**src/rtl/dp_bram_port_arbiter.sv**
```systemverilog
// Round-robin arbiter sharing BRAM port A between NUM_REQ valid/ready requesters.
// Each command yields exactly one read-first response, two cycles after its grant.
module dp_bram_port_arbiter #(
  parameter int unsigned DATA_WIDTH = 32,
  parameter int unsigned ADDR_WIDTH = 16,
  parameter int unsigned STRB_WIDTH = DATA_WIDTH / 8,
  parameter int unsigned NUM_REQ    = 2
) (
  input  logic                             aclk,
  input  logic                             aresetn,
  input  logic [NUM_REQ-1:0]               cmd_valid,
  output logic [NUM_REQ-1:0]               cmd_ready,
  input  logic [NUM_REQ*STRB_WIDTH-1:0]    cmd_wstrb,
  input  logic [NUM_REQ*ADDR_WIDTH-1:0]    cmd_addr,
  input  logic [NUM_REQ*DATA_WIDTH-1:0]    cmd_wdata,
  output logic [NUM_REQ-1:0]               rsp_valid,
  input  logic [NUM_REQ-1:0]               rsp_ready,
  output logic [NUM_REQ*DATA_WIDTH-1:0]    rsp_data,
  output logic [STRB_WIDTH-1:0]            bram_wr_en,
  output logic [ADDR_WIDTH-1:0]            bram_addr,
  output logic [DATA_WIDTH-1:0]            bram_wdata,
  input  logic [DATA_WIDTH-1:0]            bram_rdata
);

  localparam int unsigned PW = $clog2(NUM_REQ);

  logic [NUM_REQ-1:0]            pend;
  logic [NUM_REQ-1:0]            rsp_vld_q;
  logic [NUM_REQ-1:0]            eligible;
  logic [NUM_REQ-1:0]            grant;
  logic [PW-1:0]                 rr_ptr;
  logic [PW-1:0]                 rr_next;
  logic [PW-1:0]                 gidx;
  logic [PW-1:0]                 scan;
  logic                          grant_any;
  logic [ADDR_WIDTH-1:0]         addr_q;
  logic [ADDR_WIDTH-1:0]         sel_addr;
  logic [DATA_WIDTH-1:0]         wdata_q;
  logic [DATA_WIDTH-1:0]         sel_wdata;
  logic [STRB_WIDTH-1:0]         sel_strb;
  logic [NUM_REQ*DATA_WIDTH-1:0] rsp_data_q;

  // Only registered state gates eligibility, so cmd_ready never sees rsp_ready.
  assign eligible = cmd_valid & ~pend & ~rsp_vld_q;

  always_comb begin
    grant_any = 1'b0;
    gidx      = '0;
    scan      = '0;
    for (int unsigned k = 0; k < NUM_REQ; k++) begin
      scan = PW'((32'(rr_ptr) + k) % NUM_REQ);
      if (!grant_any && eligible[scan]) begin
        grant_any = 1'b1;
        gidx      = scan;
      end
    end
    grant_any = grant_any & aresetn;
  end

  always_comb begin
    grant = '0;
    if (grant_any) grant[gidx] = 1'b1;
  end

  assign cmd_ready = grant;
  assign rr_next   = (32'(gidx) == NUM_REQ - 1) ? '0 : gidx + PW'(1);

  assign sel_addr  = cmd_addr[32'(gidx) * ADDR_WIDTH +: ADDR_WIDTH];
  assign sel_wdata = cmd_wdata[32'(gidx) * DATA_WIDTH +: DATA_WIDTH];
  assign sel_strb  = cmd_wstrb[32'(gidx) * STRB_WIDTH +: STRB_WIDTH];

  // Address/data hold the last granted command when idle; only wr_en is forced low.
  assign bram_addr  = grant_any ? sel_addr  : addr_q;
  assign bram_wdata = grant_any ? sel_wdata : wdata_q;
  assign bram_wr_en = grant_any ? sel_strb  : '0;

  always_ff @(posedge aclk or negedge aresetn) begin
    if (!aresetn) begin
      pend       <= '0;
      rsp_vld_q  <= '0;
      rr_ptr     <= '0;
      rsp_data_q <= '0;
      addr_q     <= '0;
      wdata_q    <= '0;
    end else begin
      pend <= grant;
      if (grant_any) begin
        rr_ptr  <= rr_next;
        addr_q  <= sel_addr;
        wdata_q <= sel_wdata;
      end
      for (int unsigned i = 0; i < NUM_REQ; i++) begin
        if (pend[i]) begin
          rsp_data_q[i*DATA_WIDTH +: DATA_WIDTH] <= bram_rdata;
          rsp_vld_q[i]                           <= 1'b1;
        end else if (rsp_ready[i]) begin
          rsp_vld_q[i] <= 1'b0;
        end
      end
    end
  end

  assign rsp_valid = rsp_vld_q;
  assign rsp_data  = rsp_data_q;

endmodule

```
**config.mk**
```make
export PLATFORM = sky130hd
export DESIGN_NAME = dp_bram_port_arbiter
export DESIGN_NICKNAME = d
export VERILOG_FILES = /design/src/rtl/dp_bram_port_arbiter.sv
export SDC_FILE = /design/constraint.sdc
export NUM_CORES = 1
export LEC_CHECK = 0
export CORE_MARGIN = 2
export CORE_UTILIZATION = 39
export CTS_CLUSTER_DIAMETER = 150
export CTS_CLUSTER_SIZE = 10
export DETAILED_ROUTE_END_ITERATION = 16
export GPL_TIMING_DRIVEN = 0
export PLACE_DENSITY = 0.81
export REMOVE_ABC_BUFFERS = 1
export SLEW_MARGIN = 20
export SYNTH_ARGS = -nofsm -noshare
export SYNTH_HDL_FRONTEND = slang
export SYNTH_SLANG_ARGS = --single-unit
```
**constraint.sdc**
```tcl
create_clock -name aclk -period 2.25 [get_ports aclk]
set_input_delay 0.5625 -clock aclk [delete_from_list [all_inputs] [get_ports aclk]]
set_output_delay 0.5625 -clock aclk [all_outputs]
set_load 0.01 [all_outputs]
```
==> results.sh <==
export IMPL_status="finished, violations left"
export IMPL_violations="negative setup slack"
export IMPL_cts_buffer_depth=2
export IMPL_coreArea_sq_um=12000
export IMPL_drc=0
export IMPL_arrival_ps=2130
export IMPL_yosys_top_cells_area="dfrtp_1 (61%), mux2_2 (15%), a221o_1 (10%), nor3b_1 (7.7%), buf_6 (1.2%)"
export IMPL_final_net_count=800
export IMPL_path_cells="o41a_4 -> buf_6 -> buf_16 -> a221o_1 -> buf_6"
export IMPL_grt_max_degree=71
export IMPL_critical_path_class="reg -> out"
export IMPL_drive_above_1_share_pct=39.1
export IMPL_maxSlewViolCount=0
export IMPL_ioPinCount=262
export IMPL_fp_dieW_um=115
export IMPL_vias_per_cell=5.34
export IMPL_switchingPower_mw=2.88
export IMPL_p_leak_nw=4.01
export IMPL_grt_total_usage_pct=25.5
export IMPL_nFillCells=772
export IMPL_setup_violations=54
export IMPL_diodes=0
export IMPL_avgRoutedWirePerCell_um=21.7
export IMPL_required_ps=1690
export IMPL_pre_cts_ws_ps=-1520
export IMPL_synth_yosys_warnings=0
export IMPL_critPathMaxStageDelay_ps=550
export IMPL_worstPathMaxFanout=8
export IMPL_clkSinkCount=117
export IMPL_synth_common_cells="dfrtp_1 (117), mux2_2 (64), nor3b_1 (49)"
export IMPL_finClkSkew_ps=10.4
export IMPL_p_int_mw=7.29
export IMPL_synth_distinct_cells=16
export IMPL_synth_seq_cells=117
export IMPL_synth_edff_count=0
export IMPL_power_frac_clock_pct=29.3
export IMPL_power_total_mw=10.2
export IMPL_p_per_area_nw_per_um2=1110
export IMPL_dr_pass1_iters=4
export IMPL_synth_area_sq_um=4800
export IMPL_numCtsBuffers=17
export IMPL_synth_top_area_share_pct=61.0
export IMPL_postRouteAntennaNets=0
export IMPL_drv_cap=0
export IMPL_wirelength_mm=17.7
export IMPL_io_buffers=261
export IMPL_hold_viol_final=0
export IMPL_syn_to_final_growth_pct=90.6
export IMPL_worst_path_dominant_cell_family="compound AO/OA/AOI/OAI gates"
export IMPL_cts_hold_buf=0
export IMPL_routabilityCongestion=0.720
export IMPL_finalCritPeriodShare_pct=120
export IMPL_cp_end_kind="output port"
export IMPL_ys_seq_area_share_pct=61.0
export IMPL_grt_setup_unrepaired="true"
export IMPL_floorplan_initialDensity_pct=40.0
export IMPL_grt_overflow_total=0
export IMPL_p_comb_share_pct=39.4
export IMPL_peakVddDrop_uv=491
export IMPL_max_slew_margin_pct=76.7
export IMPL_tns_ps=-20570
export IMPL_vias=4362
export IMPL_drtIter0Drc=232
export IMPL_critPathLaunchType="register"
export IMPL_cp_slowest_cell="o41a_4"
export IMPL_clk_insertion_delay_late_ps=410
export IMPL_p_seq_share_pct=31.3
export IMPL_synth_flop_cell="dfrtp_1"
export IMPL_grt_pass1_wl_mm=25.1
export IMPL_avgSynthCellArea_sq_um=14.8
export IMPL_cp_buffers_inverters=3
export IMPL_hp_class="in -> async"
export IMPL_fmax_ghz=0.372
export IMPL_timing_final_crit_period_ps=2690
export IMPL_die_area_sq_um=13200
export IMPL_cts_tree="built"
export IMPL_setup_ws_ps=-440
export IMPL_p_sw_share_pct=28.3
export IMPL_root_buffer="clkbuf_16"
export IMPL_fp_row_count=40
export IMPL_htree_levels=4
export IMPL_crit_top_cell="buf_6"
export IMPL_grt_pass1_vias=4595
export IMPL_dp_hpwl_mm=10.2
export IMPL_cts_clk_slew_worst_paths_ps=60
export IMPL_grt_antenna_before_repair=0
export IMPL_synth_cells=324
export IMPL_post_synth_top_count_cell="dfrtp_1"
export IMPL_tightest_slew_ps=349
export IMPL_ys_async_sr_fraction_pct=100
export IMPL_die_h_um=115
export IMPL_yosys_area_top_type="dfrtp_1"
cell usage in the layout, fill, tap and decap left out, types with 4 or more instances in the layout:
cell / instances
buf_8: 4
buf_4: 48
dfrtp_1: 112
buf_2: 40
bufinv_16: 5
clkdlybuf4s50_1: 204
nor3b_1: 33
a221o_1: 48
clkinv_4: 4
buf_6: 20
mux2_2: 64
clkbuf_16: 19
buf_16: 10
buf_12: 12
a22o_1: 4
dfrtp_2: 5
nor3b_2: 13
path summary, 6_finish.rpt:
kind	startpoint	end	cells past startpoint	slack (ps)
setup / recovery	rr_ptr$_DFFE_PN0N_	bram_wdata[27]	5	-440
hold / removal	aresetn	rsp_data[43]$_DFFE_PN0P_	1	20
setup reg to reg	rr_ptr$_DFFE_PN0N_	wdata_q[20]$_DFF_PN0_	6	330
hold reg to reg	rsp_data[46]$_DFFE_PN0P_	rsp_data[46]$_DFFE_PN0P_	1	500
max in group asynchronous	aresetn	pend[1]$_DFF_PN0_	2	1600
min in group aclk	rsp_data[46]$_DFFE_PN0P_	rsp_data[46]$_DFFE_PN0P_	1	500
cell families after synthesis:
group                  after synthesis  share of synthesized area [%]
DFF                                117                           61.0
muxes                               64                           15.0
buffers and inverters               34                           3.96
and+or+nand+nor                     52                           8.26
AOI/OAI and AO/OA                   57                           11.8
flip-flops by register name, indices dropped and copies added (netlist names):
name,count
addr_q,16
rsp_valid,2
rr_ptr,1
pend,2
wdata_q,32
rsp_data,64
routing by layer:
layer / vias up / routed length [um] / part of all wire, % / global-route usage [%]
met5: - / 0 / 0 / 0
met4: 0 / 291 / 1.6 / 8.51
met3: 22 / 1390 / 7.8 / 7.80
met2: 208 / 9330 / 53 / 46.1
met1: 2201 / 6720 / 38 / 28.5
li1: 1931 / - / - / -
stage by stage:
step                      cell area, sq um  utilization (%)  std cells  hold WS, ps
after floorplan                       4620                -        293          267
after global placement                7420             61.8        701          488
after detailed placement              7610             63.3        709          495
after global routing                  9160             76.2        817         23.7
final                                 9160             76.2        817         17.3
after CTS                             8840             73.6        785         57.7
final cells by class:
cell class	count	area, sq um	share of cell area [%]
clock inverters	14	224	2.45
clock buffers	17	425	4.65
inverters	3	11.3	0.123
repair buffers	344	3530	38.6
well taps	147	184	2.01
multi-input cells	175	1840	20.1
flip-flops and latches	117	2930	32.0
what timing repair did:
item	CTS	global route
pin swaps	21	30
gates cloned	16	3
setup buffers	29	39
endpoints found under the setup margin	85	54
gates resized for setup	259	38
power groups by stage:
stage,Clock (mW),Sequential [mW],Combinational [mW]
floorplan,0,3.39,1.18
global placement,0,3.19,3.39
detailed placement,0,3.21,3.55
CTS,3.01,3.19,3.70
global route,3.12,3.26,4.24
finish,2.98,3.18,4.01
Note: power is estimated with default switching activity, not from simulation.
